### config.mk
export PLATFORM = sky130hd
export DESIGN_NAME = wishbone_vga_initiator
export DESIGN_NICKNAME = d
export VERILOG_FILES = /design/src/rtl/wishbone_vga_initiator.sv
export SDC_FILE = /design/constraint.sdc
export NUM_CORES = 1
export LEC_CHECK = 0
export BUFFER_PORTS_ARGS = -buffer_cell sky130_fd_sc_hd__buf_4
export CAP_MARGIN = 0
export CORE_MARGIN = 4
export CORE_UTILIZATION = 26
export DETAILED_ROUTE_END_ITERATION = 16
export GPL_ROUTABILITY_DRIVEN = 0
export PLACE_DENSITY = 0.49
export SETUP_SLACK_MARGIN = 0.4
export SLEW_MARGIN = 0
export SYNTH_ARGS = -nofsm -noshare
export SYNTH_HDL_FRONTEND = slang
export SYNTH_SLANG_ARGS = --single-unit
export TNS_END_PERCENT = 1
### constraint.sdc
create_clock -name clk -period 6.5 [get_ports clk]
set_clock_uncertainty 0.15 [all_clocks]
set_input_delay 1.95 -clock clk [delete_from_list [all_inputs] [get_ports clk]]
set_output_delay 1.95 -clock clk [all_outputs]
set_load 0.02 [all_outputs]
### src/rtl/wishbone_vga_initiator.sv
// wishbone_vga_initiator: valid/ready command stream to single-beat Wishbone classic master with timeout
module wishbone_vga_initiator #(
  parameter int TIMEOUT = 255
) (
  input  logic        clk,
  input  logic        rst,
  input  logic        cmd_valid,
  output logic        cmd_ready,
  input  logic        cmd_we,
  input  logic [31:0] cmd_adr,
  input  logic [31:0] cmd_dat,
  input  logic [3:0]  cmd_sel,
  output logic        rsp_valid,
  input  logic        rsp_ready,
  output logic [31:0] rsp_dat,
  output logic        rsp_err,
  output logic [7:0]  err_count,
  output logic        cyc,
  output logic        stb,
  output logic        we,
  output logic [31:0] adr,
  output logic [31:0] dat,
  output logic [3:0]  sel,
  input  logic [31:0] din,
  input  logic        ack
);
  localparam int CW = $clog2(TIMEOUT + 1);
  localparam logic [CW-1:0] LAST = CW'(TIMEOUT - 1);
  typedef enum logic [1:0] {IDLE, BUS, RESP} state_t;
  state_t state, state_n;
  logic [CW-1:0] cnt, cnt_n;
  logic cmd_ready_n, rsp_valid_n, rsp_err_n, cyc_n, stb_n, we_n;
  logic [31:0] rsp_dat_n, adr_n, dat_n;
  logic [3:0] sel_n;
  logic [7:0] err_count_n;
  // next-state and next-output logic; every output is registered below
  always_comb begin
    state_n = state;
    cnt_n = cnt;
    cmd_ready_n = cmd_ready;
    rsp_valid_n = rsp_valid;
    rsp_err_n = rsp_err;
    rsp_dat_n = rsp_dat;
    err_count_n = err_count;
    cyc_n = cyc;
    stb_n = stb;
    we_n = we;
    adr_n = adr;
    dat_n = dat;
    sel_n = sel;
    case (state)
      IDLE: begin
        cmd_ready_n = 1'b1;
        if (cmd_valid && cmd_ready) begin
          cmd_ready_n = 1'b0;
          cyc_n = 1'b1;
          stb_n = 1'b1;
          we_n = cmd_we;
          adr_n = cmd_adr;
          dat_n = cmd_dat;
          sel_n = cmd_sel;
          cnt_n = '0;
          state_n = BUS;
        end
      end
      BUS: begin
        cnt_n = cnt + 1'b1;
        if (ack || cnt == LAST) begin
          cyc_n = 1'b0;
          stb_n = 1'b0;
          we_n = 1'b0;
          rsp_valid_n = 1'b1;
          rsp_err_n = !ack;
          rsp_dat_n = (ack && !we) ? din : 32'd0;
          err_count_n = (ack || &err_count) ? err_count : err_count + 8'd1;
          state_n = RESP;
        end
      end
      RESP: begin
        if (rsp_ready) begin
          rsp_valid_n = 1'b0;
          cmd_ready_n = 1'b1;
          state_n = IDLE;
        end
      end
      default: state_n = IDLE;
    endcase
  end
  // state and output registers; reset drops the bus and discards any pending response
  always_ff @(posedge clk or posedge rst) begin
    if (rst) begin
      state <= IDLE;
      cnt <= '0;
      cmd_ready <= 1'b0;
      rsp_valid <= 1'b0;
      rsp_err <= 1'b0;
      rsp_dat <= '0;
      err_count <= '0;
      cyc <= 1'b0;
      stb <= 1'b0;
      we <= 1'b0;
      adr <= '0;
      dat <= '0;
      sel <= '0;
    end else begin
      state <= state_n;
      cnt <= cnt_n;
      cmd_ready <= cmd_ready_n;
      rsp_valid <= rsp_valid_n;
      rsp_err <= rsp_err_n;
      rsp_dat <= rsp_dat_n;
      err_count <= err_count_n;
      cyc <= cyc_n;
      stb <= stb_n;
      we <= we_n;
      adr <= adr_n;
      dat <= dat_n;
      sel <= sel_n;
    end
  end
endmodule

==> summary.txt, run 1 <==
Run status
  • Status: finished clean

Die
  • Die Wd: 147 um
  • Core area: about 19000 sq um
  • Die area: 21700 sq um
  • Die Y-Extent: 147 um
  • Row cnt: 50
  • Io pins: 220
  • Starting Density: 26.7%

Setup path
  • Worst Path Required: 4.40 ns
  • Worst path top cell family by delay: flip-flops
  • FF-to-FF setup slack: 3.95 ns
  • Nature of the critical path startpoint: flip-flop
  • R2r worst-path depth: 3
  • Critical path cell sequence: buf_4
  • Worst path max stage delay: 0.87 ns
  • Critical path's slowest cell: dfrtp_1
  • Largest fanout on the critical path: 34
  • Bufs and invs on worst path: 1
  • Worst r2r src: state[1]$_DFFE_PP0P_
  • WP data arrival: 1.55 ns
  • Setup crit end kind: output pin
  • Terminus of the critical flop-to-flop path: rsp_dat[20]$_DFFE_PP0P_
  • Setup CP Type: reg -> out

Power
  • Leakage power: between 0.003 and 0.004 uW
  • Part of the power in registers: 35.7%
  • Combinational share of power: about 40%
  • Clock power share: 23.8%
  • Int Pwr: 2230 uW
  • Sw Share: 39.0%
  • Power per Cell Area: between 400 and 500 nW/um^2
  • Max VDD drop: between 0.15 and 0.2 mV
  • Sw power: 1430 uW

Placed design
  • Cells after DPL: 983
  • Port bufs: approximately 220
  • Worst slack at placement: ~2.8 ns
  • Post-DP HPWL: just over 10000 um

Hold path
  • Worst Hold Path EP: dat[24]$_DFFE_PP0P_
  • Hold WC Path Type: reg -> reg
  • Min-Delay Startpoint: dat[24]$_DFFE_PP0P_
  • Hold Crit Depth: 2

Timing
  • Final setup fails: 0
  • Max Slew Vio Count: 0
  • Final min period: 3.65 ns
  • Worst Slack Setup Final: 2.85 ns
  • Setup TNS Final: 0 ns
  • Headroom to the max-slew limit: 33.7%
  • Fin crit share: 56.2%
  • Setup repair after global routing missed its margin: no
  • Worst-margin pin slew: 0.995 ns
  • Hold Vio Cnt, Final: 0
  • Fmax: 274 MHz

Synth
  • Synth Instances: 533
  • Register area share after synthesis: between 60% and 70%
  • Synth Register Bits: roughly 120
  • Syn. warnings: 0
  • Synth cell types: 36
  • Syn Nets: 642
  • Mapped Area: 5050 sq um
  • Syn Area/Cell: 9.47 sq um

Clock network
  • Longest Clk Path Bufs: 2
  • Worst-skew pair later-pin latency: 0.41 ns
  • H-Tree Level Count: 4
  • Total CTS buffers: 17
  • Postcts setup bufs: 0
  • Post-CTS sizing: 0
  • Hold Buf Count CTS: 0
  • Clk slew on worst S/H paths: 0.05 ns
  • Total clock sinks: ~120
  • CTS tree: done
  • Root buf cell: clkbuf_16

Cells and area
  • Nets: 851
  • Most frequent cells in the layout: 222 x buf_4, 210 x nand2_1, 123 x dfrtp_1, 42 x o21ai_0, 34 x inv_1
  • Layout cells sized above 1: 34.0%
  • Commonest non-fill, non-tap cell in the layout: buf_4
  • # diodes: 0
  • Fill count: 1932
  • Area Growth Syn to Fin: 47.8%
  • Layout Cells excl Fill: 1013

Drt
  • Post-route ant nets: 0
  • Routed WL: roughly 15000 um
  • Vias/cell: 4.32
  • 1st-iter DRT viols: 252
  • DR pass1 iterations: 4
  • Residual DRC: 0
  • DR WL/cell: 14.3 um
  • Via count: ~4400

Global route
  • Vias in the first global route: 4606
  • Total congestion overflow: 0
  • First-pass GRT wire length: 23400 um
  • Tot GR Track Use: 13.4%
  • Initial antenna violation count: 0
  • Largest net degree at the start of global routing: 77

Job
  • Max-cap violations: 0
==> Yosys cell counts (all sizes together) <==
cell | count | area, sq um
a21o | 2 | 16.3
a21oi | 1 | 5.00
a31oi | 1 | 6.26
a41o | 1 | 10.0
a41oi | 1 | 8.76
and2 | 1 | 6.26
and2b | 1 | 8.76
and3 | 3 | 18.8
and4 | 1 | 8.76
and4bb | 1 | 12.5
buf | 4 | 26.3
clkbuf | 28 | 105
dfrtp | 123 | 3080
ha | 3 | 37.5
inv | 35 | 131
mux2 | 2 | 22.5
nand2 | 211 | 795
nand2b | 2 | 12.5
nand3 | 8 | 40.0
nand4 | 8 | 50.1
nand4b | 32 | 280
nor2 | 7 | 26.3
nor2b | 1 | 6.26
nor4 | 1 | 21.3
o211ai | 1 | 7.51
o21a | 2 | 15.0
o21ai | 43 | 215
o31ai | 2 | 15.0
or2b | 1 | 7.51
xnor2 | 4 | 35.0
xor2 | 2 | 17.5
==> kinds of logic (layout without fill, tap and decap cells) <==
group | count (synthesis) | in the layout | synth area share, %
AND/OR/NAND/NOR | 278 | 278 | 25.6
flip-flops | 123 | 123 | 61.0
buffers and inverters | 67 | 287 | 5.21
AO/OA/AOI/OAI | 54 | 54 | 5.93
XOR/XNOR | 6 | 6 | 1.04
adder cells (fa/ha/maj) | 3 | 3 | 0.744
multiplexers | 2 | 2 | 0.446
==> layout make-up <==
cell class,count,area (sq um),area share [%]
Inverter,35,134,1.79
Tap cell,260,325,4.36
Clock inverter,7,67.6,0.906
Timing Repair Buffer,222,1670,22.3
Clock buffer,23,478,6.41
Sequential cell,123,3080,41.3
Multi-Input combinational cell,343,1710,22.9
==> metrics by stage <==
step / instance area [sq um] / power, uW / hold WS (ns) / utilization [%]
2_1_floorplan: 5050 / 2120 / 0.308 / -
3_3_place_gp: 6910 / 2800 / 0.313 / 36.6
3_5_place_dp: 6910 / 2820 / 0.314 / 36.6
4_1_cts: 7460 / 3720 / 0.328 / 39.5
5_1_grt: 7460 / 3900 / 0.355 / 39.5
6_report: 7460 / 3660 / 0.326 / 39.5
==> power groups by stage <==
stage | combinational (uW) | clock [uW] | sequential, uW
floorplan | 502 | 0 | 1620
global placement | 1480 | 0 | 1320
detailed placement | 1510 | 0 | 1310
CTS | 1510 | 896 | 1310
global route | 1620 | 934 | 1350
finish | 1480 | 873 | 1310
==> state kept, by name, indices dropped and copies added (netlist names), 2 cells and up <==
signal / cells
adr: 32
err_count: 8
dat: 32
state: 2
rsp_dat: 32
cnt: 8
sel: 4
==> worst min-delay path, cell delays in order, from the launching register on <==
cell and delay, ns:
dfrtp_1 0.34, nand2_1 0.05, nand2_1 0.06
==> worst max-delay path by stage <==
stage,startpoint,endpoint,slack [ns],depth (start not counted)
after global routing,we$_DFFE_PP0P_,we,2.69,1
final,we$_DFFE_PP0P_,we,2.85,1
after global placement,ack,we$_DFFE_PP0P_,2.87,3
after floorplan,rst,adr[0]$_DFFE_PP0P_,1.13,1
after CTS,we$_DFFE_PP0P_,we,2.82,1
after detailed placement,ack,rsp_dat[16]$_DFFE_PP0P_,2.80,3
==> per-layer routing <==
layer	part of all wire, %	vias up	GRT usage (%)	routed length (um)
li1	-	2136	-	-
met1	43	2061	16.5	6210
met2	47	171	21.2	6760
met3	9.3	11	5.68	1350
met4	1.3	0	4.61	189
met5	0	-	0	0
Note: power is estimated with default switching activity, not from simulation.
==> run 2: changes to the inputs <==
==> constraint.sdc (replaced) <==
create_clock -name clk -period 3.75 [get_ports clk]
set_clock_uncertainty 0.15 [all_clocks]
set_input_delay 1.125 -clock clk [delete_from_list [all_inputs] [get_ports clk]]
set_output_delay 1.125 -clock clk [all_outputs]
set_load 0.02 [all_outputs]
==> run 2 against run 1 <==
Against the previous run: clock-buffer cell count is 4 lower; highest routed layer unchanged; critical path depth stayed put; non-clock buffer count is 4 higher; utilization is 0.72 points higher; clock power is 100% higher; setup slack worse by 1.4 ns; die area stayed put.
==> summary.txt, run 2 (synthesis gave the netlist of run 1 again) <==
Run status
  • Status: finished clean

Setup path
  • Setup CP Type: reg -> out
  • Critical path's slowest cell: dfrtp_1
  • Largest fanout on the critical path: 7 (-79%)
  • Critical path cell sequence: buf_4
  • Worst path top cell family by delay: flip-flops
  • WP data arrival: 1.05 ns (-0.50 ns)
  • Worst path max stage delay: 0.46 ns (-0.41 ns)
  • Setup crit end kind: output pin
  • Nature of the critical path startpoint: flip-flop
  • Bufs and invs on worst path: 1 (unchanged)
  • Worst Path Required: 2.47 ns (-1.93 ns)

Timing
  • Headroom to the max-slew limit: 42.5% (+8.8 points)
  • Final setup fails: 0 (unchanged)
  • Setup repair after global routing missed its margin: no
  • Worst-margin pin slew: 0.862 ns (-0.133 ns)
  • Hold Vio Cnt, Final: 0 (unchanged)
  • Fmax: 430 MHz
  • Max Slew Vio Count: 0 (unchanged)
  • Min Hold Slack: 0.326 ns (-0.000139 ns)
  • Setup TNS Final: 0 ns (unchanged)
  • Final min period: approximately 2.3 ns
  • Fin crit share: around 62%

Die
  • Die Y-Extent: 147 um (unchanged)
  • Io pins: 220 (unchanged)
  • Die Wd: 147 um (unchanged)
  • Core area: 18900 sq um (unchanged)
  • Starting Density: 26.7% (unchanged)
  • Die area: 21700 sq um (unchanged)
  • Row cnt: 50 (unchanged)

Cells and area
  • # diodes: 0 (unchanged)
  • Layout cells sized above 1: 34.9% (+0.92 points)
  • Most frequent cells in the layout: 226 x buf_4, 210 x nand2_1, 123 x dfrtp_1, 42 x o21ai_0, 34 x inv_1
  • Finished Cell Area: 7600 sq um (+1.8%)
  • Area Growth Syn to Fin: 50.5%
  • Nets: 855 (+0.47%)
  • Commonest non-fill, non-tap cell in the layout: buf_4
  • Regs by FF count: adr: 32 flops, dat: 32 flops, rsp_dat: 32 flops

Drt
  • Residual DRC: 0 (unchanged)
  • Vias/cell: 4.29 (-0.73%)
  • Metal2 WL: 6790 um (+0.38%)
  • Routed WL: 14700 um (+1.6%)
  • Uppermost layer routed: met4
  • Met1 Routed Length: 6420 um (+3.4%)
  • Via count: 4373 (-0.14%)
  • DR pass1 iterations: 7 (+3)
  • 1st-iter DRT viols: 213 (-15%)
  • DR WL/cell: 14.5 um (+0.97%)
  • Post-route ant nets: 0 (unchanged)
  • Wire length on met3: 1320 um (-2.0%)

Global route
  • Tot GR Track Use: 13.8% (+0.42 points)
  • First-pass GRT wire length: 24200 um (+3.3%)
  • Total congestion overflow: 0 (unchanged)
  • Initial antenna violation count: 0 (unchanged)
  • Vias in the first global route: 4661 (+1.2%)
  • Largest net degree at the start of global routing: 66 (-14%)

Clock network
  • Longest Clk Path Bufs: 2 (unchanged)
  • Total clock sinks: 123 (unchanged)
  • Worst-skew pair later-pin latency: 0.41 ns (about the same)
  • CTS tree: done
  • H-Tree Level Count: 4 (unchanged)
  • Root buf cell: clkbuf_16
  • Hold Buf Count CTS: 0 (unchanged)
  • Clk slew on worst S/H paths: 0.06 ns (about the same)
  • Postcts setup bufs: 0 (unchanged)
  • Post-CTS sizing: 0 (unchanged)
  • Total CTS buffers: 17 (unchanged)

Power
  • Leakage power: 0.00395 uW (+1.5%)
  • Power per Cell Area: 872 nW/um^2 (+78%)
  • Max VDD drop: 0.340 mV (+79%)

Placed design
  • DP Area: 6950 sq um (+0.56%)
  • Post-DP HPWL: 10400 um (+2.6%)
  • Port bufs: 219 (unchanged)

Job
  • Max-cap violations: 0 (unchanged)

Hold path
  • Hold WC Path Type: reg -> reg
run 2: cell count changes in the layout (fill, tap and decap cells not counted), sizes merged:
cell	before	now
buf	222	226
bufinv	1	4
clkinvlp	3	5
clkbuf	23	19
inv	35	36
run 2: power breakdown:
| part | internal (uW) | switching, uW |
|---|---|---|
| Combinational | 1060 | 1570 |
| Clock | 1150 | 624 |
| Sequential | 1870 | 337 |
| Total | 4090 | 2540 |
run 2: worst reg2reg max path: stages (launching register included):
cell,delay (ns)
dfrtp_1,0.43
and2b_2,0.70
o21a_1,0.48
buf_4,0.30
o21ai_0,0.11
run 2: stage by stage:
stage	setup slack (ns)	power [uW]	utilization [%]	cells
floorplan	0.964	3680	-	533
global placement	1.01	4860	36.8	987
detailed placement	1.00	4920	36.8	987
CTS	1.39	6740	40.2	1019
global route	1.22	7080	40.2	1019
finish	1.42	6620	40.2	1019
run 2: area by class of cell:
class                           count  area (sq um)
Clock buffer                       19           453
Fill cell                        1939         11300
Multi-Input combinational cell    343          1720
Tap cell                          260           325
Inverter                           35           135
Sequential cell                   123          3080
Clock inverter                     13           190
Timing Repair Buffer              226          1700
run 2: path summary, 6_finish.rpt:
path                                          start                 endpoint  slack, ns  depth (start not counted)
setup / recovery           err_count[2]$_DFFE_PP0P_             err_count[2]       1.42                          1
hold / removal                  adr[23]$_DFFE_PP0P_      adr[23]$_DFFE_PP0P_       0.33                          2
setup reg to reg               state[1]$_DFFE_PP0P_  rsp_dat[21]$_DFFE_PP0P_       1.45                          4
hold reg to reg                 adr[23]$_DFFE_PP0P_      adr[23]$_DFFE_PP0P_       0.33                          2
max in group asynchronous                       rst       cnt[1]$_DFFE_PP0P_       2.02                          3
min in group asynchronous                       rst      adr[11]$_DFFE_PP0P_       0.80                          3
run 2: metal layers:
layer	track usage (%)	up-vias
met1	17.6	2055
met5	0	-
met4	4.94	0
met3	5.43	16
li1	-	2150
met2	21.3	152
